`src/rtl/stall_countdown_if.sv`:
```
// Countdown load request from the hazard detector into stall_countdown.
// Handshake: cd_en is a single-cycle strobe with no ready; the unit always accepts it,
// except that flush or halt in the same cycle drop it. cd_lane/cd_amt are valid while cd_en = 1.
interface stall_countdown_if #(
  parameter int CNT_W = 3
);
  logic             cd_en;
  logic [CNT_W-1:0] cd_amt;
  logic             cd_lane;

  modport master (output cd_en, output cd_amt, output cd_lane);
  modport slave  (input  cd_en, input  cd_amt, input  cd_lane);
endinterface

```
`src/rtl/stall_countdown.sv`:
```
// Per-lane stall down-counters for the dual-issue pipeline; lane state (IDLE/STALL) is cnt != 0.
// Optional STALL_PERF_CNT_EN adds a saturating busy-cycle performance counter on stall_cycles.
module stall_countdown #(
  parameter int CNT_W = 3
) (
  input  logic              clk,
  input  logic              rst_b,
  stall_countdown_if.slave  req,
  input  logic              flush,
  input  logic              halt,
  output logic              stall_1,
  output logic              stall_2,
  output logic [CNT_W-1:0]  cnt_1,
  output logic [CNT_W-1:0]  cnt_2,
  output logic              busy,
  output logic [31:0]       stall_cycles
);

  logic [CNT_W-1:0] dec_1;
  logic [CNT_W-1:0] dec_2;
  logic [CNT_W-1:0] cnt_1_nxt;
  logic [CNT_W-1:0] cnt_2_nxt;
  logic             load;

  always_comb begin
    dec_1     = (cnt_1 != '0) ? cnt_1 - CNT_W'(1) : cnt_1;
    // A lane-1 stall freezes all lane-2 stages, so lane 2 only counts when lane 1 is idle.
    dec_2     = ((cnt_1 == '0) && (cnt_2 != '0)) ? cnt_2 - CNT_W'(1) : cnt_2;
    load      = req.cd_en && (req.cd_amt != '0);
    cnt_1_nxt = dec_1;
    cnt_2_nxt = dec_2;
    if (flush) begin
      cnt_1_nxt = '0;
      cnt_2_nxt = '0;
    end else if (halt) begin
      cnt_1_nxt = cnt_1;
      cnt_2_nxt = cnt_2;
    end else if (load) begin
      // max() so a re-request never shortens a stall already in progress
      if (!req.cd_lane && (req.cd_amt > dec_1)) cnt_1_nxt = req.cd_amt;
      if (req.cd_lane && (req.cd_amt > dec_2))  cnt_2_nxt = req.cd_amt;
    end
  end

  always_ff @(posedge clk or negedge rst_b) begin
    if (!rst_b) begin
      cnt_1 <= '0;
      cnt_2 <= '0;
    end else begin
      cnt_1 <= cnt_1_nxt;
      cnt_2 <= cnt_2_nxt;
    end
  end

  assign stall_1 = (cnt_1 != '0);
  assign stall_2 = (cnt_2 != '0);
  assign busy    = stall_1 | stall_2;

`ifdef STALL_PERF_CNT_EN
  logic [31:0] perf_q;

  always_ff @(posedge clk or negedge rst_b) begin
    if (!rst_b) begin
      perf_q <= '0;
    end else if (busy && !halt && (perf_q != 32'hFFFF_FFFF)) begin
      perf_q <= perf_q + 32'd1;
    end
  end

  assign stall_cycles = perf_q;
`else
  assign stall_cycles = 32'd0;
`endif

endmodule

```
`src/flat_wrapper.sv`:
```
// flat-port wrapper written by rule: the top's interface ports become plain ports
module stall_countdown_flat 
#(
  parameter int CNT_W = 3
)
  (clk, rst_b, flush, halt, stall_1, stall_2, cnt_1, cnt_2, busy, stall_cycles, req_cd_en, req_cd_amt, req_cd_lane);
  stall_countdown_if #(.CNT_W(CNT_W)) req_i ();
  input  logic clk;
  input  logic rst_b;
  input  logic flush;
  input  logic halt;
  output logic stall_1;
  output logic stall_2;
  output logic [CNT_W-1:0] cnt_1;
  output logic [CNT_W-1:0] cnt_2;
  output logic busy;
  output logic [31:0] stall_cycles;
  input wire logic [$bits(req_i.cd_en)-1:0] req_cd_en;
  input wire logic [$bits(req_i.cd_amt)-1:0] req_cd_amt;
  input wire logic [$bits(req_i.cd_lane)-1:0] req_cd_lane;
  assign req_i.cd_en = req_cd_en;
  assign req_i.cd_amt = req_cd_amt;
  assign req_i.cd_lane = req_cd_lane;
  stall_countdown #(.CNT_W(CNT_W)) u_core (.clk(clk), .rst_b(rst_b), .req(req_i), .flush(flush), .halt(halt), .stall_1(stall_1), .stall_2(stall_2), .cnt_1(cnt_1), .cnt_2(cnt_2), .busy(busy), .stall_cycles(stall_cycles));
endmodule
```
`config.mk`:
```
export PLATFORM = sky130hd
export DESIGN_NAME = stall_countdown_flat
export DESIGN_NICKNAME = d
export VERILOG_FILES = /design/src/rtl/stall_countdown_if.sv /design/src/rtl/stall_countdown.sv /design/src/flat_wrapper.sv
export SDC_FILE = /design/constraint.sdc
export NUM_CORES = 1
export LEC_CHECK = 0
export CAP_MARGIN = 10
export CORE_MARGIN = 1.5
export CORE_UTILIZATION = 36
export CTS_CLUSTER_SIZE = 28
export DETAILED_ROUTE_END_ITERATION = 10
export PLACE_DENSITY_LB_ADDON = 0.25
export SLEW_MARGIN = 5
export SYNTH_ARGS = -nofsm -noshare
export SYNTH_HDL_FRONTEND = slang
export SYNTH_SLANG_ARGS = --single-unit
```
`constraint.sdc`:
```
create_clock -name clk -period 2.9 [get_ports clk]
set_input_delay 0.435 -clock clk [delete_from_list [all_inputs] [get_ports clk]]
set_output_delay 0.435 -clock clk [all_outputs]
set_load 0.02 [all_outputs]
```
==> run metrics <==
asr flop ratio synth=between 90% and 100%; Post-synth EDFFs=0; first-pass GRT wire length=~2800 um; critical path capture point type=register; WL final=1730 um; count leader, synth=buf_4; RSZ-0062 raised after global routing=no; Data arrival, critical path=roughly 2.8 ns; outcome=complete, no violations; clock latency on the worst-skew pair=~0.24 ns; grt met2 use=a little under a quarter; RePlAce Congestion=0.806; pwr/cell area=about 1100 nW/um2; Design Area, Final=slightly above 1000 um2; clk_skew=0.00332 ns; critical path class=register to register; die width=about 53 um; Final TNS setup=0 ns; DR iter-0 viols=7; P_leak=between 0.4 and 0.5 nW; maximum VDD drop=slightly above 0.0009 V; post-DR wirelength/cell=roughly 11 um; total of warnings raised by yosys=0; Register-to-Register Path Depth=12; Clock transition at path regs=roughly 0.05 ns; register bit total from synthesis=6; Post-Place Cells=159; GRT Util Overall=between 10 and 15%; Fin. Hold Viols=0; # diodes=0; pin count of the biggest net entering global routing=16; busiest grt layer=met2; core area=2430 um2; Final Setup Violations=0; vias in the first global route=~650; DRC=0; Final Non-Filler Cells=around 160; sequential area share after synthesis=16.4%; dpl cell area=around 1000 um2; buffers added on ports=17; Place WS=0.295 ns; Clock Path Buffers=2; GRT met1 Usage=15.8%; Starting Density=between 30% and 40%; Avg Synthesized Cell Area=between 8 and 9 um2; postcts setup bufs=0; Die ar.=approximately 2900 um2; Sink Count=6; Mapped Area=between 900 and 1000 um2; clock root cell=clkbuf_4; CTS tree=built; num ports=50; FMAX=383 MHz; top-area cell type share of the netlist area=26.3%; CTS Buf Count=3; Hold Path Class=input port to asynchronous set/reset pin; via count=713; Tcrit/Tclk final=between 90% and 100%; Via density=~4.4; initial antenna violation count=0; Core Rows=18; CTS resizes=0; most area-hungry cell type in the Yosys netlist=buf_4; worst setup margin=~0.29 ns; Initial DRT Pass Iterations=4; CTS Hold Bufs=0; Primary FF master, synth=dfrtp_1; CP Launch Type=register; Pins Over Slew Limit=0; CP required=about 3.1 ns; share of layout cells above drive strength 1=6.82%; Netlist cell types=33; Area Overhead vs Synth=11.1%; met3 GRT Util=just under 6%; maximum fanout along the worst path=6; Cells after Synth=about 110; WHS=0.432 ns; NumNets Final=between 150 and 200; antenna-violating nets left=0; post-detail-place hpwl=~1400 um; Synth top cells by count=32 x buf_4, 10 x ha_1, 9 x a21oi_1; Max-Cap Viols=0; grt ovf=0; CTS H-tree depth=1; die height=between 50 and 60 um; Synth area leaders=buf_4 26%, dfrtp_1 16%, ha_1 14%; min Tclk post-route=around 2.6 ns
[layout by cell type (no fill, tap or decap), drive strengths merged]
cell type,n
nor3,3
dfrtp,6
a22oi,1
and3,1
o21a,1
nand2,6
mux2i,1
and3b,1
a21boi,1
o2111ai,1
a31oi,2
o211ai,1
or3,2
xnor2,2
ha,10
a21oi,9
o21ai,5
conb,32
nand3,2
inv,8
nor4,1
o31ai,1
a32oi,1
a211oi,2
or2,1
nand2b,1
clkdlybuf4s50,17
a21o,1
nor2,5
o31a,1
nor2b,3
clkbuf,3
[worst max-delay path, stage by stage (launching register included)]
cell	delay (ns)
dfrtp_1	0.42
inv_1	0.14
ha_1	0.18
nor2b_4	0.21
nand2_1	0.16
nor2_1	0.12
a21oi_1	0.05
ha_1	0.29
nor2b_1	0.13
o21a_2	0.15
o2111ai_4	0.15
or3_1	0.35
a31oi_1	0.17
[where the power goes]
group	switching [mW]	total [mW]	internal, mW
clock network	0.0300	0.0768	0.0468
registers	0.0459	0.161	0.115
logic	0.485	0.877	0.392
total	0.561	1.11	0.554
[cell families after synthesis]
group | after synthesis | share of synthesized area [%]
AOI/OAI and AO/OA | 27 | 21.2
xor gates and xnor gates | 2 | 1.92
adders and majority gates | 10 | 13.7
buffers and inverters | 41 | 30.1
DFF | 6 | 16.4
muxes | 1 | 1.09
other | 1 | 0.410
and+or+nand+nor | 26 | 15.2
[worst paths after layout]
check / end / startpoint / slack [ns]
max: u_core.cnt_2[0] / u_core.cnt_1[0] / 0.29
min: u_core.cnt_2[2] / rst_b / 0.43
max reg2reg: u_core.cnt_2[0] / u_core.cnt_1[0] / 0.29
min reg2reg: u_core.cnt_1[0] / u_core.cnt_1[0] / 0.59
max in group asynchronous: u_core.cnt_2[0] / rst_b / 2.25
min in group clk: u_core.cnt_1[0] / u_core.cnt_1[0] / 0.59
[final cells by class]
class | count | area, um2
tap | 30 | 37.5
multi-input combinational | 98 | 606
sequential | 6 | 150
inverter | 8 | 30.0
timing repair buffer | 17 | 170
fill | 273 | 1420
clock buffer | 3 | 22.5
[flip-flops by register name, summed over array words and instances (netlist names)]
| signal | count |
|---|---|
| u_core.cnt_1 | 3 |
| u_core.cnt_2 | 3 |
[stage by stage]
step | utilization (%) | total power [mW]
3_3_place_gp | 40.8 | 1.03
2_1_floorplan | - | 0.809
3_5_place_dp | 40.8 | 1.04
4_1_cts | 41.8 | 1.13
6_report | 41.8 | 1.11
5_1_grt | 41.8 | 1.25
[metal layers]
| layer | up-vias | wire length [um] | share of wire [%] |
|---|---|---|---|
| li1 | 365 | - | - |
| met1 | 315 | 815 | 47 |
| met2 | 29 | 799 | 46 |
| met3 | 4 | 90 | 5.2 |
| met4 | 0 | 22 | 1.3 |
| met5 | - | 0 | 0 |
Power figures use the tool's default switching activity.
